### src/rtl/wb_rr_arbiter.sv
`default_nettype none
// ============================================================================
// Module   : wb_rr_arbiter
// Desc     : Round-robin arbiter sharing one strobe/ack memory slave between
//            NUM_REQ requesters. Define WB_ARB_TIMEOUT_EN for the slave-ack
//            timeout and the m_err_o port.
// Revision : 1.0 - initial release
// ============================================================================
module wb_rr_arbiter #(
    parameter int NUM_REQ        = 4,
    parameter int TIMEOUT_CYCLES = 16
) (
    input  logic                 clk,
    input  logic                 rst,
    input  logic [NUM_REQ-1:0]   m_strb_i,
    input  logic [NUM_REQ-1:0]   m_we_i,
    input  logic [NUM_REQ*8-1:0] m_addr_i,
    input  logic [NUM_REQ*8-1:0] m_wdata_i,
    output logic [7:0]           m_rdata_o,
    output logic [NUM_REQ-1:0]   m_ack_o,
`ifdef WB_ARB_TIMEOUT_EN
    output logic [NUM_REQ-1:0]   m_err_o,
`endif
    output logic [NUM_REQ-1:0]   gnt_o,
    output logic                 s_strb_o,
    output logic                 s_we_o,
    output logic [7:0]           s_addr_o,
    output logic [7:0]           s_wdata_o,
    input  logic [7:0]           s_rdata_i,
    input  logic                 s_ack_i
);

    localparam int         C_PTR_W      = (NUM_REQ > 1) ? $clog2(NUM_REQ) : 1;
    localparam logic [1:0] C_ST_IDLE    = 2'd0;
    localparam logic [1:0] C_ST_BUSY    = 2'd1;
    localparam logic [1:0] C_ST_RELEASE = 2'd2;

    if (NUM_REQ < 2 || NUM_REQ > 8 || TIMEOUT_CYCLES < 1 || TIMEOUT_CYCLES > 256) begin : g_param_check
        $error("wb_rr_arbiter: NUM_REQ or TIMEOUT_CYCLES out of range");
    end

    logic [1:0]         state_q,   state_d;
    logic [C_PTR_W-1:0] ptr_q,     ptr_d;
    logic [NUM_REQ-1:0] gnt_q,     gnt_d;
    logic               s_strb_q,  s_strb_d;
    logic               s_we_q,    s_we_d;
    logic [7:0]         s_addr_q,  s_addr_d;
    logic [7:0]         s_wdata_q, s_wdata_d;
    logic [7:0]         m_rdata_q, m_rdata_d;
    logic [NUM_REQ-1:0] m_ack_q,   m_ack_d;
`ifdef WB_ARB_TIMEOUT_EN
    localparam logic [7:0] C_TIMEOUT_LAST = 8'(TIMEOUT_CYCLES - 1);
    logic [NUM_REQ-1:0] m_err_q,   m_err_d;
    logic [7:0]         cnt_q,     cnt_d;
`endif

    logic               w_win_found;
    logic [C_PTR_W-1:0] w_win_idx;
    logic [NUM_REQ-1:0] w_win_oh;

    // First strobing requester at or after ptr, wrapping around.
    always_comb begin
        int                 idx;
        logic [C_PTR_W-1:0] cand;
        idx         = 0;
        cand        = '0;
        w_win_found = 1'b0;
        w_win_idx   = '0;
        for (int k = 0; k < NUM_REQ; k++) begin
            idx = int'(ptr_q) + k;
            if (idx >= NUM_REQ) begin
                idx = idx - NUM_REQ;
            end
            cand = C_PTR_W'(idx);
            if (!w_win_found && m_strb_i[cand]) begin
                w_win_found = 1'b1;
                w_win_idx   = cand;
            end
        end
        w_win_oh = {{(NUM_REQ-1){1'b0}}, 1'b1} << w_win_idx;
    end

    always_comb begin
        state_d   = state_q;
        ptr_d     = ptr_q;
        gnt_d     = gnt_q;
        s_strb_d  = s_strb_q;
        s_we_d    = s_we_q;
        s_addr_d  = s_addr_q;
        s_wdata_d = s_wdata_q;
        m_rdata_d = m_rdata_q;
        m_ack_d   = m_ack_q;
`ifdef WB_ARB_TIMEOUT_EN
        m_err_d   = m_err_q;
        cnt_d     = cnt_q;
`endif
        case (state_q)
            C_ST_IDLE: begin
                if (w_win_found) begin
                    gnt_d     = w_win_oh;
                    s_strb_d  = 1'b1;
                    s_we_d    = m_we_i[w_win_idx];
                    s_addr_d  = m_addr_i[{w_win_idx, 3'b000} +: 8];
                    s_wdata_d = m_wdata_i[{w_win_idx, 3'b000} +: 8];
                    ptr_d     = (w_win_idx == C_PTR_W'(NUM_REQ - 1)) ? '0 : w_win_idx + C_PTR_W'(1);
                    state_d   = C_ST_BUSY;
`ifdef WB_ARB_TIMEOUT_EN
                    cnt_d     = 8'd0;
`endif
                end
            end
            // Slave-side signals stay frozen here; requester inputs are not looked at.
            C_ST_BUSY: begin
                if (s_ack_i) begin
                    s_strb_d = 1'b0;
                    m_ack_d  = gnt_q;
                    if (!s_we_q) begin
                        m_rdata_d = s_rdata_i;
                    end
                    state_d  = C_ST_RELEASE;
                end
`ifdef WB_ARB_TIMEOUT_EN
                else if (cnt_q == C_TIMEOUT_LAST) begin
                    s_strb_d = 1'b0;
                    m_err_d  = gnt_q;
                    state_d  = C_ST_RELEASE;
                end else begin
                    cnt_d = cnt_q + 8'd1;
                end
`endif
            end
            C_ST_RELEASE: begin
                m_ack_d = '0;
                gnt_d   = '0;
`ifdef WB_ARB_TIMEOUT_EN
                m_err_d = '0;
`endif
                state_d = C_ST_IDLE;
            end
            default: begin
                state_d = C_ST_IDLE;
            end
        endcase
    end

    always_ff @(posedge clk) begin
        if (rst) begin
            state_q   <= C_ST_IDLE;
            ptr_q     <= '0;
            gnt_q     <= '0;
            s_strb_q  <= 1'b0;
            s_we_q    <= 1'b0;
            s_addr_q  <= 8'd0;
            s_wdata_q <= 8'd0;
            m_rdata_q <= 8'd0;
            m_ack_q   <= '0;
`ifdef WB_ARB_TIMEOUT_EN
            m_err_q   <= '0;
            cnt_q     <= 8'd0;
`endif
        end else begin
            state_q   <= state_d;
            ptr_q     <= ptr_d;
            gnt_q     <= gnt_d;
            s_strb_q  <= s_strb_d;
            s_we_q    <= s_we_d;
            s_addr_q  <= s_addr_d;
            s_wdata_q <= s_wdata_d;
            m_rdata_q <= m_rdata_d;
            m_ack_q   <= m_ack_d;
`ifdef WB_ARB_TIMEOUT_EN
            m_err_q   <= m_err_d;
            cnt_q     <= cnt_d;
`endif
        end
    end

    assign gnt_o     = gnt_q;
    assign s_strb_o  = s_strb_q;
    assign s_we_o    = s_we_q;
    assign s_addr_o  = s_addr_q;
    assign s_wdata_o = s_wdata_q;
    assign m_rdata_o = m_rdata_q;
    assign m_ack_o   = m_ack_q;
`ifdef WB_ARB_TIMEOUT_EN
    assign m_err_o   = m_err_q;
`endif

endmodule
`default_nettype wire

### config.mk
export PLATFORM = sky130hd
export DESIGN_NAME = wb_rr_arbiter
export DESIGN_NICKNAME = d
export VERILOG_FILES = /design/src/rtl/wb_rr_arbiter.sv
export SDC_FILE = /design/constraint.sdc
export NUM_CORES = 1
export LEC_CHECK = 0
export CORE_MARGIN = 5
export CORE_UTILIZATION = 25
export CTS_BUF_LIST = sky130_fd_sc_hd__clkbuf_4
export CTS_CLUSTER_SIZE = 12
export DETAILED_ROUTE_END_ITERATION = 8
export GPL_ROUTABILITY_DRIVEN = 0
export HOLD_SLACK_MARGIN = 0.02
export PLACE_DENSITY = 0.53
export SLEW_MARGIN = 20
export SYNTH_ARGS = -nofsm -noshare
export SYNTH_HDL_FRONTEND = slang
export SYNTH_SLANG_ARGS = --single-unit
### constraint.sdc
create_clock -name clk -period 3.2 [get_ports clk]
set_input_delay 0.8 -clock clk [delete_from_list [all_inputs] [get_ports clk]]
set_output_delay 0.8 -clock clk [all_outputs]
set_load 0.01 [all_outputs]
==> run_results.csv <==
group,metric,value,unit
synthesis,synth_ff_type,"dfxtp_1",
synthesis,synth_top_area_cell,"dfxtp_1",
worst_setup_path,crit_slowest_cell,"clkdlybuf4s50_1",
floorplanning,die_h,101,µm
global_routing,grt_max_degree,31,
sta,layout_setup_ws,0.664,ns
cts,post-cts-setup-buffers,0,
global_routing,grt-ovfl-total,0,
route,vias,1923,
worst_setup_path,critPathRequiredTime,3.43,ns
cts,numClockSinks,38,
floorplanning,die-area,10200,µm²
route,ant_nets,0,
worst_setup_path,cp_max_fo,30,
worst_setup_path,cp-start-kind,"input pin",
cts,cts_hold_buf,0,
cts,htreeDepth,2,
sta,timing.final.max_slew_violations,0,
global_routing,grt_usage,12.3,%
run_status,outcome,"complete, no violations",
synthesis,synth_edf_count,0,
sta,setup_violations,0,
power_and_ir_drop,leakagePower,1.28,nW
route,via_per_inst,4.48,
route,dr.pass1.iters,4,
sta,fmax,0.394,GHz
sta,worst_slew_pin_slew,0.536,ns
synthesis,synthTopCellsByCount,"mux2i_1, dfxtp_1, nand2_1, nor2_1, o221ai_2",
synthesis,yosys.area.top_type_share,36.8,%
synthesis,ys_ff_latch,38,
cells_and_area,layout.cells.non_filler,429,
sta,fin_tns_setup,0,ns
synthesis,synth_cell_types,31,
cts,clk_pin_slew,0.12,ns
cts,clockBufferDepth,2,
floorplanning,fp-row-count,33,
cts,cts_buffers,5,
cells_and_area,nets,410,
sta,fin_crit_sh,79.3,%
placement,placedCellCount,422,
sta,hold_viol_final,0,
placement,numPortBuffers,116,
route,drt_wl_total,6180,µm
cts,cts_tree,"built",
global_routing,grt_pass1_vias,1991,
sta,timing.slew.headroom,64.2,%
global_routing,grt_antenna_before_repair,0,
synthesis,synth-async-reset-ratio,0,%
floorplanning,initial_utilization,25.4,%
sta,period_needed,2.54,ns
cells_and_area,synthToLayoutAreaGrowth,65.9,%
synthesis,synth.area.top_cells,"dfxtp_1, mux2i_1, o221ai_2",
worst_setup_path,arrival,2.77,ns
synthesis,syn_area_per_cell,10.0,µm²
synthesis,synth.net_count,292,
cells_and_area,post-route-util,42.1,%
cts,root_buffer,"clkbuf_4",
synthesis,syn_inst,206,
synthesis,syn_area,2060,µm²
placement,postPlaceCellArea,3350,µm²
worst_setup_path,critical_path.cell_chain,"clkdlybuf4s50_1 > nor2_1 > or4_4 > nand2_2 > buf_12 > mux2i_1 > o221ai_2",
cells_and_area,diodes,0,
worst_setup_path,cpPeakStageDelay,0.57,ns
floorplanning,core-area,8130,µm²
global_routing,grtUsageMet3,4.91,%
power_and_ir_drop,pwr_density_cell,421,nW/µm²
sta,rsz0062_at_grt,"no",
route,drt_iter0_drc,58,
global_routing,met2_usage,19.6,%
worst_hold_path,hold_path.class,"reg2reg",
synthesis,seq_area_frac_synth,36.8,%
global_routing,use_met1,15.6,%
cts,clock_latency,0.34,ns
route,avgRoutedWirePerCell,14.4,µm
worst_setup_path,critPathKind,"in2reg",
power_and_ir_drop,total_power,1.44,mW
sta,hold_ws,0.475,ns
floorplanning,ios,117,
cells_and_area,fin_area,3420,µm²
cts,ctsResizeCount,0,
cells_and_area,layout-drive-gt1-share,11.1,%
global_routing,grt_pass1_wl,9910,µm
placement,pre_cts_ws,0.299,ns
synthesis,yosysWarnings,0,
global_routing,grt-busiest-layer,"met2",
route,post-route-drc-count,0,
worst_setup_path,critPathCaptureType,"flop",
synthesis,synth.most_common_cell,"mux2i_1",
job,maxCapViolCount,0,
floorplanning,fp.dieW,101,µm
placement,dpl.hpwl,4870,µm
power_and_ir_drop,peakVddDrop,0.143,mV
sta,fin_skew,0.00659,ns
-- cells by family after synthesis --
logic type	count (synthesis)	share of synthesized area [%]
multiplexers	43	20.8
flip-flops	38	36.8
AND/OR/NAND/NOR	66	15.2
adder cells (fa/ha/maj)	3	1.82
AO/OA/AOI/OAI	40	19.5
buffers and inverters	16	5.88
-- critical path: cells and delay by family --
family | cells | cell delay [ns]
and+or+nand+nor | 3 | 0.74
muxes | 1 | 0.29
AOI/OAI and AO/OA | 1 | 0.11
buffers and inverters | 2 | 0.79
-- layout by cell type, fill, tap and decap left out, types with 3 or more instances in the layout --
cell             synthesis  routed
clkdlybuf4s50_1          0     116
mux2i_1                 43      43
dfxtp_1                 38      38
nor2_1                  26      26
nand2_1                 26      26
o221ai_2                15      15
a22oi_1                  6       6
o21ai_0                  5       5
clkbuf_4                 0       5
nor2b_1                  4       4
inv_1                    4       4
a21oi_1                  4       4
buf_12                   3       4
o221ai_1                 3       3
ha_1                     3       3
buf_4                    3       3
-- path summary, 6_finish.rpt --
kind                              startpoint            to  slack [ns]  cells after the start
worst min register to register  s_wdata_o[1]  s_wdata_o[1]        0.48                      2
worst min-delay path            s_wdata_o[1]  s_wdata_o[1]        0.48                      2
worst max-delay path             m_strb_i[1]   s_addr_o[7]        0.66                      7
worst max register to register      ptr_q[0]   s_addr_o[7]        1.34                      6
-- cell type report --
class | instances | area (µm²)
tap | 105 | 131
sequential | 38 | 761
clock buffer | 5 | 37.5
multi-input combinational | 152 | 1180
timing repair buffer | 123 | 1260
fill | 776 | 4710
inverter | 4 | 15.0
clock inverter | 2 | 33.8
-- per-layer routing --
metal,part of all wire (%),routed length (µm)
met5,0,0
met4,1.3,80
met3,8.2,507
met2,47,2920
met1,43,2670
-- power by group --
part	leakage (nW)	internal, mW	switching [mW]
Clock	0.0387	0.158	0.160
Sequential	0.312	0.529	0.0414
Combinational	0.930	0.321	0.231
-- registers in the layout, summed over array words and instances (netlist names) --
signal and flops:
m_rdata_o 8, s_addr_o 8, s_wdata_o 8, gnt_o 4
m_ack_o 4, ptr_q 2, state_q 2, s_strb_o 1
s_we_o 1
Power figures use the tool's default switching activity.
